===== src/rtl/mux_nway_reg_skid.sv =====
// N:1 operand mux with a registered output, valid/ready handshake and a 2-entry skid buffer.
// Optional MUX_SEL_ERR_EN: drop out-of-range beats and pulse SEL_ERR instead of passing them.
module mux_nway_reg_skid #(
  parameter int unsigned WIDTH  = 16,
  parameter int unsigned NUM_IN = 4,
  parameter int unsigned SEL_W  = 2
) (
  input  logic                    CLK,
  input  logic                    RST_N,
  input  logic [NUM_IN*WIDTH-1:0] D,
  input  logic [SEL_W-1:0]        S,
  input  logic                    IN_VALID,
  output logic                    IN_READY,
  output logic [WIDTH-1:0]        O,
  output logic [SEL_W-1:0]        O_SEL,
  output logic                    OUT_VALID,
  input  logic                    OUT_READY
`ifdef MUX_SEL_ERR_EN
  ,
  output logic                    SEL_ERR
`endif
);

  typedef enum logic [1:0] {StEmpty, StOne, StTwo} state_e;

  state_e            state_q, state_d;
  logic [WIDTH-1:0]  main_q, main_d, skid_q, skid_d;
  logic [SEL_W-1:0]  main_sel_q, main_sel_d, skid_sel_q, skid_sel_d;
  logic              in_ready_q;
  logic [WIDTH-1:0]  sel_data;
  logic              accept, store, transfer, out_valid;

  // Out-of-range selects fall through every compare and yield zero.
  always_comb begin
    sel_data = '0;
    for (int k = 0; k < int'(NUM_IN); k++) begin
      if (S == SEL_W'(k)) sel_data = D[k*WIDTH +: WIDTH];
    end
  end

  assign accept    = IN_VALID & in_ready_q;
  assign out_valid = (state_q != StEmpty);
  assign transfer  = out_valid & OUT_READY;

`ifdef MUX_SEL_ERR_EN
  logic sel_in_range;
  logic sel_err_q;
  assign sel_in_range = (32'(S) < NUM_IN);
  assign store        = accept & sel_in_range;

  always_ff @(posedge CLK or negedge RST_N) begin
    if (!RST_N) sel_err_q <= 1'b0;
    else        sel_err_q <= accept & ~sel_in_range;
  end
  assign SEL_ERR = sel_err_q;
`else
  assign store = accept;
`endif

  always_comb begin
    state_d    = state_q;
    main_d     = main_q;
    main_sel_d = main_sel_q;
    skid_d     = skid_q;
    skid_sel_d = skid_sel_q;
    unique case (state_q)
      StEmpty: begin
        if (store) begin
          state_d    = StOne;
          main_d     = sel_data;
          main_sel_d = S;
        end
      end
      StOne: begin
        if (store && transfer) begin
          main_d     = sel_data;
          main_sel_d = S;
        end else if (store) begin
          state_d    = StTwo;
          skid_d     = sel_data;
          skid_sel_d = S;
        end else if (transfer) begin
          state_d = StEmpty;
        end
      end
      StTwo: begin
        // IN_READY is low here, so only a drain of main is possible.
        if (transfer) begin
          state_d    = StOne;
          main_d     = skid_q;
          main_sel_d = skid_sel_q;
        end
      end
      default: state_d = StEmpty;
    endcase
  end

  always_ff @(posedge CLK or negedge RST_N) begin
    if (!RST_N) begin
      state_q    <= StEmpty;
      main_q     <= '0;
      main_sel_q <= '0;
      skid_q     <= '0;
      skid_sel_q <= '0;
      in_ready_q <= 1'b1;
    end else begin
      state_q    <= state_d;
      main_q     <= main_d;
      main_sel_q <= main_sel_d;
      skid_q     <= skid_d;
      skid_sel_q <= skid_sel_d;
      in_ready_q <= (state_d != StTwo);
    end
  end

  assign IN_READY  = in_ready_q;
  assign O         = main_q;
  assign O_SEL     = main_sel_q;
  assign OUT_VALID = out_valid;

endmodule

===== config.mk =====
export PLATFORM = sky130hd
export DESIGN_NAME = mux_nway_reg_skid
export DESIGN_NICKNAME = d
export VERILOG_FILES = /design/src/rtl/mux_nway_reg_skid.sv
export SDC_FILE = /design/constraint.sdc
export NUM_CORES = 1
export LEC_CHECK = 0
export CORE_MARGIN = 2
export CORE_UTILIZATION = 35
export CTS_BUF_LIST = sky130_fd_sc_hd__clkbuf_8
export CTS_CLUSTER_SIZE = 8
export DETAILED_ROUTE_END_ITERATION = 7
export GPL_TIMING_DRIVEN = 0
export HOLD_SLACK_MARGIN = 0.1
export PLACE_DENSITY = 0.71
export SLEW_MARGIN = 20
export SYNTH_ARGS = -nofsm -noshare
export SYNTH_HDL_FRONTEND = slang
export SYNTH_SLANG_ARGS = --single-unit

===== constraint.sdc =====
create_clock -name CLK -period 2.3 [get_ports CLK]
set_input_delay 0.69 -clock CLK [delete_from_list [all_inputs] [get_ports CLK]]
set_output_delay 0.69 -clock CLK [all_outputs]
set_load 0.02 [all_outputs]

==> impl_metrics.yaml <==
outcome:
  status: "finished, final reports clean"
power_and_ir_drop:
  clock_power_share: 0.158
  finalPower_uw: 3300
  p_sw_uw: 1180
  total_leakage_power_uw: 0.00153
  combPwrFrac: 0.473
  cell_internal_pwr_uw: 2120
  swShare: 0.358
  seq_power_share: 0.369
  peakVddDrop_uv: 429
  p_per_area_nw_per_um2: 874
critical_path:
  library_cell_contributing_the_largest_single_delay_on_the_critical_path: "clkdlybuf4s50_1"
  setup.worst_path.class: "in -> reg"
  timing.critical_path.fanout_max: 10
  worstPathBufferInverterCount: 4
  cp-start-kind: "input pin"
  timing.critical_path.to_type: "register"
  critical-path-top-delay-family: "buffers and inverters"
  path_cells: "clkdlybuf4s50_1, nand2b_1, buf_4, nor3b_2, buf_6, buf_6, mux2_1"
  crit_required_ns: 2.48
  stage_delay_of_the_slowest_cell_on_the_critical_path_ns: 0.49
  path_common_cell: "buf_6"
  worst_ep_arrival_time_ns: 2.38
global_route:
  antenna_found_initial: 0
  first_global_vias: 2358
  gr_overflow_total: 0
  grt_first_pass_wirelength_um: 12200
  globalRouteTotalUtil: 0.188
  grt_max_degree: 27
job:
  cap_violations: 0
layout:
  synthToLayoutAreaGrowth_pct: 42.9
  final_common_cell: "clkdlybuf4s50_1"
  layout.cells.most_common_list: "clkdlybuf4s50_1, mux2i_1, dfrtp_1"
  insertedDiodeCount: 0
  post_route_cells_drive_above_1_share: 0.169
  layout.cell_area.non_filler_um2: 3780
  finish.net_count: 401
drt:
  number_of_nets_with_antenna_violations_after_routing: 0
  vias_per_cell: 5.43
  first_iter_violations: 115
  remaining_drc_errors: 0
  drt_first_pass_iters: 4
  num_vias: 2340
  route.detailed.wl_per_inst_um: 18.2
  total_wirelength_of_the_detailed_routed_design_um: 7840
synthesis:
  synth-edff-count: 0
  synth-seq-cells: 39
  yosys.area_share.adder: 0
  synth.avg_cell_area_um2: 11.3
  sequential_area_share_after_synthesis: 0.370
  synthesis.nets: 303
  synth_warnings: 0
  leading_register_cell_type_out_of_synthesis: "dfrtp_1"
  synth-simple-area-share: 0.130
  synthCells: 233
  synth.area.mux_share: 0.282
  synth-async-reset-ratio: 1.00
  synth-compound-area-share: 0.148
  dominant_combinational_cell_family_by_area_after_synthesis: "multiplexers"
  mappedNetlistArea_um2: 2640
  post_synth_xor_area_fraction: 0
  netlist-cell-type-count: 30
sta:
  grt_setup_unrepaired: "false"
  maxSlewViolCount: 0
  maximum_clock_frequency_mhz: 454
  timing.final.crit_period_ns: 2.20
  report.final.setup_viol: 0
  report.final.hold_viol_count: 0
  final.period_utilization: 0.958
  finalClockSkew_ns: 0.00994
  worstMarginPinSlew_ns: 0.610
  relSlewSlack: 0.593
die:
  core_region_area_um2: 7290
  initial_utilization: 0.362
  dieHeight_um: 90.9
  floorplan.rows: 31
  chipWidth_um: 90.9
  total_die_area_um2: 8260
  i_o_pins: 90
placed_design:
  numPortBuffers: 87
  dp.final_hpwl_um: 5580
  placed_cell_area_um2: 3650
  gp_congestion: 0.768
cts:
  clock_sinks: 39
  htree_num_levels: 2
  numCtsBuffers: 5
  clock_tree.root_cell: "clkbuf_8"
  worst_skew_pair.late_latency_ns: 0.30
  worst_case_clock_buffer_depth: 2
  clk_pin_slew_ns: 0.08
  clock_tree_from_tritoncts: "built"
hold_path:
  min_path_type: "in -> async"
-- what timing repair did --
item / in CTS / in global routing
endpoints found under the hold margin: 0 / 0
hold buffers: 0 / 0
setup endpoints to repair: 0 / 11
buffers inserted: 0 / 3
gates resized for setup: 0 / 1
-- cells by family after synthesis --
kind of cell | Yosys count
muxes | 71
and+or+nand+nor | 57
DFF | 39
AOI/OAI and AO/OA | 37
buffers and inverters | 29
-- synthesized netlist by cell type, types with 6 or more instances --
master / count / share of area
mux2i_1: 49 / 0.19
mux2_1: 10 / 0.043
mux2_2: 10 / 0.043
a311oi_1: 16 / 0.053
a41oi_2: 10 / 0.062
or3_1: 16 / 0.038
a41oi_1: 6 / 0.020
nand2_1: 16 / 0.023
buf_6: 7 / 0.030
dfrtp_1: 38 / 0.36
nand3b_1: 16 / 0.045
buf_2: 8 / 0.015
clkbuf_1: 7 / 0.0099
-- per-stage QoR --
step	TNS, ns	hold slack, ns	cells	setup slack (ns)	util
6_report	0	0.294	431	0.0976	0.518
5_1_grt	0	0.296	431	0.0381	0.518
4_1_cts	0	0.301	428	0.0176	0.515
3_5_place_dp	-4.54	0.468	420	-0.272	0.501
3_3_place_gp	-23.98	0.463	419	-0.520	0.499
2_1_floorplan	0	0.394	233	0.426	-
-- worst register-to-register path: stages (launching register included) --
cell and delay (ns):
dfstp_2 0.54, and2_1 0.17, buf_2 0.25, buf_1 0.42, a311oi_1 0.20, a41oi_2 0.20
-- power by group through the flow --
stage          Clock [uW]  Combinational (uW)  Sequential (uW)
2_1_floorplan           0                 723             1380
3_3_place_gp            0                1540             1220
3_5_place_dp            0                1560             1230
4_1_cts               533                1570             1220
5_1_grt               570                1660             1260
6_report              523                1560             1220
-- per-layer routing --
layer / global-route usage / vias up / share of wire
met5: 0 / - / 0
met4: 0.0530 / 0 / 0.016
met3: 0.0676 / 11 / 0.091
met2: 0.304 / 107 / 0.46
met1: 0.238 / 1136 / 0.43
li1: - / 1086 / -
-- worst paths after layout --
kind                                       to  slack (ns)     startpoint  depth (start not counted)
worst max-delay path               skid_q[12]         0.1      OUT_READY                          7
worst min-delay path                     O[8]        0.29          RST_N                          1
worst max register to register           O[4]        0.46       IN_READY                          5
worst min register to register  skid_sel_q[0]        0.49  skid_sel_q[0]                          1
max in group asynchronous            IN_READY        1.46          RST_N                          2
min in group CLK                skid_sel_q[0]        0.49  skid_sel_q[0]                          1
-- area by class of cell --
type                    count  area (um2)
plain buffers              28         183
clock buffers               7        96.3
clock inverters             1        3.75
fillers                   673        3510
inverters                   1        3.75
multi-input cells         165        1480
flip-flops and latches     39         977
well taps                  99         124
repair buffers             91         911
-- state kept, by name, summed over array words and instances (netlist names) --
register / count
IN_READY: 1
O: 16
O_SEL: 2
skid_q: 16
skid_sel_q: 2
state_q: 2
(Power assumes the default switching activity.)
